$ cat src/rtl/arb_pkg.sv
// Shared definitions for the round-robin arbiter: FSM state encoding,
// width helper and the supported requester-count ceiling.
package arb_pkg;

  typedef enum logic {
    ARB_IDLE = 1'b0,
    ARB_BUSY = 1'b1
  } arb_state_e;

  localparam int MAX_N = 16;

  // Constant-evaluable ceil(log2(value)); returns 0 for value <= 1.
  function automatic int arb_clog2(input int value);
    int r;
    r = 0;
    while ((1 << r) < value) r++;
    return r;
  endfunction

endpackage

$ cat src/rtl/rr_pick.sv
// Rotating priority encoder: finds the first set bit of vec searching
// upward from index start, wrapping modulo N. Purely combinational.
module rr_pick
  import arb_pkg::*;
#(
  parameter  int N   = 4,
  localparam int IDW = arb_clog2(N)
) (
  input  logic [N-1:0]   vec,
  input  logic [IDW-1:0] start,
  output logic [N-1:0]   onehot,
  output logic [IDW-1:0] idx,
  output logic           found
);

  // NOTE: every output gets a default before the loop so no path leaves
  // a value unassigned, which would otherwise infer a latch.
  always_comb begin
    onehot = '0;
    idx    = '0;
    found  = 1'b0;
    for (int k = 0; k < N; k++) begin
      if (!found && vec[(int'(start) + k) % N]) begin
        found                       = 1'b1;
        idx                         = IDW'((int'(start) + k) % N);
        onehot[(int'(start) + k) % N] = 1'b1;
      end
    end
  end

endmodule

$ cat src/rtl/rr_arbiter_param.sv
// N-requester round-robin arbiter with registered one-hot grant, grant
// hold and hold timeout. Optional urgent preemption: RR_ARB_URGENT_EN.
module rr_arbiter_param
  import arb_pkg::*;
#(
  parameter  int N        = 4,
  parameter  int MAX_HOLD = 4,
  localparam int IDW      = arb_clog2(N)
) (
  input  logic           clk,
  input  logic           rst,
  input  logic [N-1:0]   req,
`ifdef RR_ARB_URGENT_EN
  input  logic [N-1:0]   urgent,
`endif
  output logic [N-1:0]   grant,
  output logic           grant_valid,
  output logic [IDW-1:0] grant_id
);

  localparam int HCW = (MAX_HOLD < 2) ? 1 : arb_clog2(MAX_HOLD + 1);

  arb_state_e     state_q, state_d;
  logic [IDW-1:0] ptr_q, ptr_d;
  logic [HCW-1:0] hold_q, hold_d;
  logic [N-1:0]   grant_d;
  logic [IDW-1:0] id_d;

  // Candidate set the FSM arbitrates over this cycle and its pick from ptr.
  logic [N-1:0]   act;
  logic [N-1:0]   pick_oh;
  logic [IDW-1:0] pick_idx;
  logic           pick_found;

  logic [N-1:0]   n_oh;
  logic [IDW-1:0] n_idx;
  logic           n_found;

  rr_pick #(.N(N)) u_pick_norm (
    .vec    (req),
    .start  (ptr_q),
    .onehot (n_oh),
    .idx    (n_idx),
    .found  (n_found)
  );

`ifdef RR_ARB_URGENT_EN
  logic [N-1:0]   urg_vec;
  logic [N-1:0]   u_oh;
  logic [IDW-1:0] u_idx;
  logic           u_found;

  assign urg_vec = req & urgent;

  rr_pick #(.N(N)) u_pick_urg (
    .vec    (urg_vec),
    .start  (ptr_q),
    .onehot (u_oh),
    .idx    (u_idx),
    .found  (u_found)
  );

  // Any urgent request narrows arbitration to the urgent set; a plain
  // owner then looks released and is preempted through the release path.
  assign act        = u_found ? urg_vec : req;
  assign pick_oh    = u_found ? u_oh    : n_oh;
  assign pick_idx   = u_found ? u_idx   : n_idx;
  assign pick_found = u_found | n_found;
`else
  assign act        = req;
  assign pick_oh    = n_oh;
  assign pick_idx   = n_idx;
  assign pick_found = n_found;
`endif

  logic own_req;
  logic other_req;

  // ptr already sits one past the owner, so a pick from ptr only returns
  // the owner when nobody else in the candidate set is requesting.
  assign own_req   = act[grant_id];
  assign other_req = pick_found && (pick_idx != grant_id);

  always_comb begin
    state_d = state_q;
    grant_d = grant;
    id_d    = grant_id;
    hold_d  = hold_q;
    ptr_d   = ptr_q;

    unique case (state_q)
      ARB_IDLE: begin
        if (pick_found) begin
          state_d = ARB_BUSY;
          grant_d = pick_oh;
          id_d    = pick_idx;
          hold_d  = HCW'(1);
        end
      end
      ARB_BUSY: begin
        if (own_req && (MAX_HOLD == 0 || hold_q < HCW'(MAX_HOLD))) begin
          if (hold_q != '1) hold_d = hold_q + 1'b1;
        end else if (own_req) begin
          hold_d = HCW'(1);
          if (other_req) begin
            grant_d = pick_oh;
            id_d    = pick_idx;
          end
        end else if (pick_found) begin
          grant_d = pick_oh;
          id_d    = pick_idx;
          hold_d  = HCW'(1);
        end else begin
          state_d = ARB_IDLE;
          grant_d = '0;
          id_d    = '0;
          hold_d  = '0;
        end
      end
      default: state_d = ARB_IDLE;
    endcase

    if (state_d == ARB_BUSY)
      ptr_d = (id_d == IDW'(N - 1)) ? '0 : id_d + 1'b1;
  end

  // NOTE: state registers use non-blocking assignments so every flop
  // samples the pre-edge values regardless of statement order.
  always_ff @(posedge clk or negedge rst) begin
    if (!rst) begin
      state_q     <= ARB_IDLE;
      ptr_q       <= '0;
      hold_q      <= '0;
      grant       <= '0;
      grant_valid <= 1'b0;
      grant_id    <= '0;
    end else begin
      state_q     <= state_d;
      ptr_q       <= ptr_d;
      hold_q      <= hold_d;
      grant       <= grant_d;
      grant_valid <= |grant_d;
      grant_id    <= id_d;
    end
  end

endmodule

$ cat config.mk
export PLATFORM = sky130hd
export DESIGN_NAME = rr_arbiter_param
export DESIGN_NICKNAME = d
export VERILOG_FILES = /design/src/rtl/arb_pkg.sv /design/src/rtl/rr_pick.sv /design/src/rtl/rr_arbiter_param.sv
export SDC_FILE = /design/constraint.sdc
export NUM_CORES = 1
export LEC_CHECK = 0
export ABC_AREA = 1
export BUFFER_PORTS_ARGS = -buffer_cell sky130_fd_sc_hd__buf_4
export CAP_MARGIN = 20
export CORE_ASPECT_RATIO = 1.4
export CORE_MARGIN = 5
export CORE_UTILIZATION = 51
export CTS_CLUSTER_DIAMETER = 60
export DETAILED_ROUTE_END_ITERATION = 10
export MAX_ROUTING_LAYER = met4
export PLACE_DENSITY = 0.71
export SLEW_MARGIN = 10
export SYNTH_ARGS = -nofsm -noshare
export SYNTH_HDL_FRONTEND = slang
export SYNTH_SLANG_ARGS = --single-unit
$ cat constraint.sdc
create_clock -name clk -period 5.7 [get_ports clk]
set_clock_uncertainty 0.2 [all_clocks]
set_input_delay 0.57 -clock clk [delete_from_list [all_inputs] [get_ports clk]]
set_output_delay 0.57 -clock clk [all_outputs]
set_load 0.02 [all_outputs]
==> metrics.txt, run 1 <==
CTS tree=yes; initial antenna violation count=0; vias in the first global route=1226; Die X-Extent=52.1 um; largest net degree at the start of global routing=15; hpwl dp=2.49 mm; post-route setup TNS=0 ps; Fillers=232; commonest cells after routing, fill and taps aside=43 x nand2_1, 22 x inv_1, 13 x nand3_1, 13 x dfrtp_1, 12 x buf_4; Die Ht=68.9 um; pre-CTS setup slack=2790 ps; mean post-synth cell area=7.30 um2; DIE AREA=0.00358 mm2; post-route ant nets=0; Peak Freq=0.343 GHz; arrival time worst endpoint=2870 ps; Slew Limit Fails=0; Critical Path RT=5660 ps; worst r2r dst=grant_valid; Hold Buf Count CTS=1; Hold Startpoint=hold_q[1]; yosys warns=0; largest area contributor in the netlist=dfrtp_1; Overall Global Routing Usage=19.8%; post-synthesis mux area share=0%; Synth top area share=25.8%; Synth cell types=34; startpoint types=register; most common cell after layout, fill and taps aside=nand2_1; Worst-Skew Late Latency=260 ps; Mapped Nets=187; fin crit share=51.1%; CP max FO=14; Main synth FF type=dfrtp_1; Slew HR=roughly 63%; H-tree depth=1; via count=1180; total setup buffers inserted after CTS=0; Post-Route WL=between 2 and 3 mm; initial drt markers=28; outcome=completed; RSZ-0062 raised after global routing=no; wire length per cell=13.3 um; Worst Setup End Kind=register; core footprint=between 0.002 and 0.0025 mm2; area grow syn2layout=12.5%; cts bufs inserted=3; max-cap viol count=0; hold_ws=305 ps; Synth Area in Compound Gates=15.6%; min Tclk post-route=about 3000 ps; Post-Synth XOR/XNOR Area=0.694%; Post-synth EDFFs=0; worst hold-check path type=reg -> reg; post-synthesis simple-gate area fraction=about two fifths; largest family of logic cells by synthesized area=simple AND/OR/NAND/NOR gates; Finish-stage setup viols=0; top cells by area, synth=dfrtp_1 26%, nand2_1 13%, ha_1 7.9%, inv_1 6.5%, nand2_2 5.5%; flops & latches, synth=13; synthesized cell area=0.00126 mm2; share of cells above drive strength 1=27.0%; Nets=204; Ant. Diodes=0; first-pass GRT wire length=5.16 mm; Post-Synth Adder-Cell Area=7.93%; Final GP Congestion=0.875; FP Rows=21; reg2reg setup slack=about 2800 ps; clock transition at the registers of the reported paths=70 ps; worst r2r src=ptr_q[0]; Pre-Repair DR Iteration Count=6; final worst slack=2790 ps; worst setup path class=reg -> reg; reg2reg path depth=18; # DRC=0; vias per cell=5.29; CTS sink cnt=13; Fin. Hold Viols=0; port bufs=12; Hold Path End=hold_q[1]; Starting Density=52.8%; Post-synth ARST share=100%; clk buf depth=2; register area share after synthesis=25.8%; CTS resizes=0; Boundary Pins=13; CTS Root Buffer Type=clkbuf_4; Worst Tran Pin Value=~560 ps; remaining global-route overflow=0; Post-Synthesis Cells=~170; hold path cells=2
==> cell usage after synthesis (3+ instances only) <==
| cell | n |
|---|---|
| a21oi_1 | 9 |
| dfrtp_1 | 13 |
| ha_1 | 8 |
| inv_1 | 22 |
| inv_2 | 5 |
| nand2_1 | 43 |
| nand2_2 | 11 |
| nand2_4 | 3 |
| nand3_1 | 13 |
| nand3_2 | 6 |
| nor2_1 | 5 |
| o21ai_0 | 7 |
| o21ai_1 | 3 |
==> stage by stage <==
stage                     instances  util (%)  instance area [um2]
final                           223      59.4                 1420
after CTS                       223      59.4                 1420
after global placement          218      57.9                 1380
after global routing            223      59.4                 1420
after detailed placement        218      57.9                 1380
after floorplan                 173         -                 1260
==> cell type report <==
cell class | count | area [um2] | share of cell area [%]
flip-flops and latches | 13 | 325 | 22.9
repair buffers | 13 | 100 | 7.05
multi-input cells | 129 | 798 | 56.2
clock buffers | 4 | 26.3 | 1.85
inverters | 30 | 128 | 8.99
well taps | 34 | 42.5 | 3.00
==> registers in the layout, indices dropped and copies added, names as in the netlist <==
register	cells
grant	4
grant_id	2
ptr_q	2
hold_q	3
state_q	1
grant_valid	1
==> worst max path at each step <==
stage	startpoint	endpoint	slack [ps]	cells past startpoint
2_1_floorplan	ptr_q[0]	grant_valid	3190	19
3_3_place_gp	ptr_q[0]	grant_valid	2910	18
3_5_place_dp	ptr_q[0]	grant_valid	2790	18
4_1_cts	ptr_q[0]	grant_valid	2780	18
5_1_grt	ptr_q[0]	grant_valid	2510	18
6_report	ptr_q[0]	grant_valid	2790	18
==> layer usage <==
| layer | GRT usage, % | up-vias | wire length (um) |
|---|---|---|---|
| met5 | - | - | 0 |
| li1 | - | 603 | - |
| met2 | 37.7 | 15 | 1620 |
| met4 | 11.5 | 0 | 131 |
| met1 | 19.5 | 552 | 1170 |
| met3 | 1.29 | 10 | 47 |
==> worst max-delay path, stage by stage, from the launching register on <==
cell and delay, ps:
dfrtp_1 700, inv_8 100, ha_1 390, inv_1 110
nand3_2 100, nand2_4 100, inv_4 50, nor2_8 110
nand3_4 150, nand4_1 140, nand2_1 70, nand2_2 70
nand2_2 70, nand2_2 90, nand2_1 50, nand3_1 90
nand2_2 60, nor2_1 100, nand2_1 50
==> kinds of logic (layout without fill, tap and decap cells) <==
| family | Yosys count | in the layout |
|---|---|---|
| compound gates | 31 | 31 |
| xor+xnor | 1 | 1 |
| fa+ha+maj | 8 | 8 |
| buf+inv | 31 | 47 |
| flops | 13 | 13 |
| simple gates | 89 | 89 |
Power of run 1 is not shown: default switching activity piles up to over one toggle a cycle in this logic, so the estimate is an artifact.
==> run 2: changes to the inputs <==
==> constraint.sdc (replaced) <==
create_clock -name clk -period 2.9 [get_ports clk]
set_clock_uncertainty 0.2 [all_clocks]
set_input_delay 0.29 -clock clk [delete_from_list [all_inputs] [get_ports clk]]
set_output_delay 0.29 -clock clk [all_outputs]
set_load 0.02 [all_outputs]
==> metrics.txt, run 2 (synthesized netlist as in run 1, its figures left out) <==
outcome=completed; Fin. Hold Viols=0 (unchanged); Worst Setup SP=ptr_q[0]; total setup buffers inserted after CTS=0 (unchanged); reg2reg setup slack=240 ps (-2550 ps); port bufs=12 (unchanged); largest net degree at the start of global routing=14 (-1); Die Ht=68.9 um (unchanged); hpwl dp=2.42 mm (-2.9%); remaining global-route overflow=0 (unchanged); clock transition at the registers of the reported paths=80 ps (about the same); Worst-Skew Late Latency=280 ps (+20 ps); Crit path top cell by count=nand2_2; initial drt markers=25 (-11%); H-tree depth=1 (unchanged); initial antenna violation count=0 (unchanged); commonest cells after routing, fill and taps aside=43 x nand2_1, 22 x inv_1, 14 x buf_4, 13 x nand3_1, 13 x dfrtp_1; largest registers=grant x4, hold_q x3; Slew HR=81.1% (+18 points); share of cells above drive strength 1=27.7% (+0.76 points); vias in the first global route=1166 (-4.9%); area grow syn2layout=13.7%; Boundary Pins=13 (unchanged); worst r2r dst=grant_valid; Final GP Congestion=0.932 (+6.5%); max reg flops=4 (unchanged); CTS sink cnt=13 (unchanged); CTS Root Buffer Type=clkbuf_4; Finish-stage setup viols=0 (unchanged); FP Rows=21 (unchanged); worst path cell trace=inv_8, ha_1, inv_1, nand3_2, nand2_4, inv_4, nor2_8, nand3_4, nand4_1, nand2_1, nand2_2, nand2_2, nand2_2, nand2_1, nand3_1, nand2_2, nor2_1, nand2_1; Worst Setup End Kind=register; Hold Buf Count CTS=1 (unchanged); post-route setup TNS=0 ps (unchanged); hold_ws=175 ps (-130 ps); Critical Path RT=2870 ps (-2790 ps); Die X-Extent=52.1 um (unchanged); Top reg by flops=grant; Slew Limit Fails=0 (unchanged); CP peak stage delay=450 ps (-250 ps); RSZ-0062 raised after global routing=no; max-cap viol count=0 (unchanged); Area after DPL=0.00140 mm2 (+1.1%); fin crit share=91.8% (+41 points); DIE AREA=0.00358 mm2 (unchanged); cts bufs inserted=3 (unchanged); CP max FO=10 (-4); Ant. Diodes=0 (unchanged); worst setup path class=reg -> reg; core footprint=0.00239 mm2 (unchanged); post-layout util=60.0% (+0.63 points); worst r2r src=ptr_q[0]; # DRC=0 (unchanged); Peak Freq=0.376 GHz (+9.4%); clk buf depth=2 (unchanged); wire length per cell=13.2 um (-0.82%); Starting Density=52.8% (unchanged); post-route ant nets=0 (unchanged); Post-Route WL=2.97 mm (about the same); CTS resizes=0 (unchanged); arrival time worst endpoint=2640 ps (-230 ps); min Tclk post-route=2660 ps (-251 ps); via count=1206 (+2.2%); worst hold-check path type=in -> async; final instance area=0.00144 mm2 (+1.1%); Worst Tran Pin Value=280 ps (-276 ps); Pre-Repair DR Iteration Count=5 (-1); startpoint types=register; Overall Global Routing Usage=19.4% (-0.38 points); slowest library cell on the worst path=dfrtp_1; Nets=206 (+0.98%); most common cell after layout, fill and taps aside=nand2_1; first-pass GRT wire length=4.98 mm (-3.5%); vias per cell=5.36 (+1.3%); reg2reg path depth=18 (unchanged); CTS tree=yes
[run 2: changes by cell type in the layout (fill, tap and decap cells not counted), sizes merged]
| cell | delta |
|---|---|
| buf | +2 |
[run 2: critical path, delay by kind of cell (launching register included)]
family	cells	cell delay (ps)
and+or+nand+nor	14	1300
DFF	1	450
adders and majority gates	1	370
buffers and inverters	3	240
[run 2: worst max-delay path by stage]
stage,endpoint,slack [ps],cells after the start
after floorplan,grant_valid,390,19
after global placement,grant_valid,330,18
after detailed placement,grant_valid,270,18
after CTS,grant_valid,250,18
after global routing,grant_valid,20,18
final,grant_valid,240,18
[run 2: layer usage]
layer | vias up | share of wire (%) | track usage (%)
li1 | 606 | - | -
met1 | 566 | 41 | 19.3
met2 | 23 | 54 | 36.0
met3 | 11 | 1.8 | 2.37
met4 | 0 | 3.0 | 11.1
met5 | - | 0 | -
[run 2: metrics by stage]
| stage | setup WS [ps] | std cells |
|---|---|---|
| after detailed placement | 266 | 220 |
| after floorplan | 391 | 173 |
| after global placement | 331 | 220 |
| after global routing | 21.3 | 225 |
| after CTS | 246 | 225 |
| final | 237 | 225 |
[run 2: final cells by class]
| class | instances | area [um2] |
|---|---|---|
| timing repair buffer | 15 | 115 |
| sequential | 13 | 325 |
| fill | 221 | 956 |
| clock buffer | 4 | 26.3 |
| inverter | 30 | 128 |
| tap | 34 | 42.5 |
| multi-input combinational | 129 | 798 |
Power of run 2 is left out for the same reason.
==> run 3: changes to the inputs <==
--- a/config.mk
+++ b/config.mk
@@ -6,16 +6,15 @@
 export NUM_CORES = 1
 export LEC_CHECK = 0
 export ABC_AREA = 1
-export BUFFER_PORTS_ARGS = -buffer_cell sky130_fd_sc_hd__buf_4
+export BUFFER_PORTS_ARGS = -buffer_cell sky130_fd_sc_hd__buf_2
 export CAP_MARGIN = 20
 export CORE_ASPECT_RATIO = 1.4
 export CORE_MARGIN = 5
-export CORE_UTILIZATION = 51
+export CORE_UTILIZATION = 55
 export CTS_CLUSTER_DIAMETER = 60
 export DETAILED_ROUTE_END_ITERATION = 10
 export MAX_ROUTING_LAYER = met4
-export PLACE_DENSITY = 0.71
-export SLEW_MARGIN = 10
+export PLACE_DENSITY = 0.75
 export SYNTH_ARGS = -nofsm -noshare
 export SYNTH_HDL_FRONTEND = slang
 export SYNTH_SLANG_ARGS = --single-unit
==> metrics.txt, run 3 (synthesized netlist as in run 1, its figures left out) <==
Slew Limit Fails=0 (unchanged); Overall Global Routing Usage=19.3% (-0.15 points); Worst-Skew Late Latency=270 ps (about the same); CP max FO=10 (unchanged); most common cell after layout, fill and taps aside=nand2_1; first-pass GRT wire length=5.07 mm (+1.8%); Boundary Pins=13 (unchanged); Die Ht=66.7 um (-3.2%); cts bufs inserted=3 (unchanged); wire length per cell=13.5 um (+2.2%); FP Rows=20 (-4.8%); clock transition at the registers of the reported paths=70 ps (about the same); CP peak stage delay=450 ps (about the same); initial antenna violation count=0 (unchanged); Starting Density=58.0% (+5.2 points); Critical Path RT=2870 ps (about the same); Worst Setup End Kind=register; outcome=completed; # DRC=0 (unchanged); Nets=206 (unchanged); Fin. Hold Viols=0 (unchanged); worst hold-check path type=in -> async; share of cells above drive strength 1=27.7% (unchanged); CTS tree=yes; Pre-Repair DR Iteration Count=4 (-1); Post-Route WL=2.87 mm (-3.2%); arrival time worst endpoint=2610 ps (-30 ps); max reg flops=4 (unchanged); slowest library cell on the worst path=dfrtp_1; area grow syn2layout=10.1%; Die X-Extent=50.5 um (-3.0%); CTS sink cnt=13 (unchanged); max-cap viol count=0 (unchanged); Finish-stage setup viols=0 (unchanged); vias in the first global route=1214 (+4.1%); commonest cells after routing, fill and taps aside=43 x nand2_1, 22 x inv_1, 13 x nand3_1, 13 x dfrtp_1, 12 x buf_2; core footprint=0.00218 mm2 (-8.9%); worst setup path class=reg -> reg; remaining global-route overflow=0 (unchanged); post-route setup TNS=0 ps (unchanged); Crit path top cell by count=nand2_2; post-route ant nets=0 (unchanged); Top reg by flops=grant; Peak Freq=0.379 GHz (+0.90%); port bufs=12 (unchanged); total setup buffers inserted after CTS=0 (unchanged); DIE AREA=0.00337 mm2 (-6.1%); min Tclk post-route=2640 ps (-23.6 ps); via count=1198 (-0.66%); largest net degree at the start of global routing=14 (unchanged); Slew HR=80.8% (-0.37 points); CTS Root Buffer Type=clkbuf_4; hpwl dp=2.38 mm (-1.7%); vias per cell=5.62 (+4.9%); RSZ-0062 raised after global routing=no; initial drt markers=48 (+92%); Ant. Diodes=0 (unchanged); H-tree depth=1 (unchanged); fin crit share=91.0% (-0.82 points); clk buf depth=2 (unchanged); Final GP Congestion=0.911 (-2.3%); Worst Tran Pin Value=285 ps (+5.54 ps); startpoint types=register; largest registers=grant x4, hold_q x3; worst path cell trace=inv_8, ha_1, inv_1, nand3_2, nand2_4, inv_4, nor2_8, nand3_4, nand4_1, nand2_1, nand2_2, nand2_2, nand2_2, nand2_1, nand3_1, nand2_2, nor2_1, nand2_1
==> run 3: cell counts in the layout (fill, tap and decap cells not counted) <==
No cell type changed its count.
==> run 3: worst paths after layout <==
path / to / start / slack, ps / cells past startpoint
setup / recovery: grant_valid / ptr_q[0] / 260 / 18
hold / removal: hold_q[1] / rst / 230 / 2
setup reg to reg: grant_valid / ptr_q[0] / 260 / 18
hold reg to reg: hold_q[1] / hold_q[1] / 280 / 2
max in group asynchronous: hold_q[0] / rst / 2050 / 2
min in group clk: hold_q[1] / hold_q[1] / 280 / 2
==> run 3: final cells by class <==
cell class / count / area [um2]
multi-input combinational: 129 / 798
fill: 209 / 787
sequential: 13 / 325
inverter: 30 / 128
timing repair buffer: 15 / 85.1
tap: 22 / 27.5
clock buffer: 4 / 26.3
==> run 3: worst max-delay path: cells and delay by family, from the launching register on <==
family	cells	cell delay, ps
fa+ha+maj	1	380
buf+inv	3	240
flops	1	450
simple gates	14	1250
==> run 3: per-layer routing <==
layer / global-route usage, % / wire length (um)
met1: 19.6 / 1150
met2: 35.7 / 1590
met3: 1.57 / 48
met4: 9.90 / 85
met5: - / 0
==> run 3: through the flow <==
stage | hold WS (ps) | worst slack, ps | utilization, % | cells | instance area (um2)
after global placement | -19.7 | 345 | 62.2 | 208 | 1350
final | 226 | 261 | 63.9 | 213 | 1390
after floorplan | -206 | 391 | - | 173 | 1260
after global routing | 263 | 41.6 | 63.9 | 213 | 1390
after CTS | 226 | 269 | 63.9 | 213 | 1390
after detailed placement | -11.0 | 290 | 62.2 | 208 | 1350
==> run 3: repair_timing <==
action	in CTS	in global routing
resized for setup	0	0
hold endpoints to repair	13	0
hold buffers	1	0
Power of run 3 is left out for the same reason.
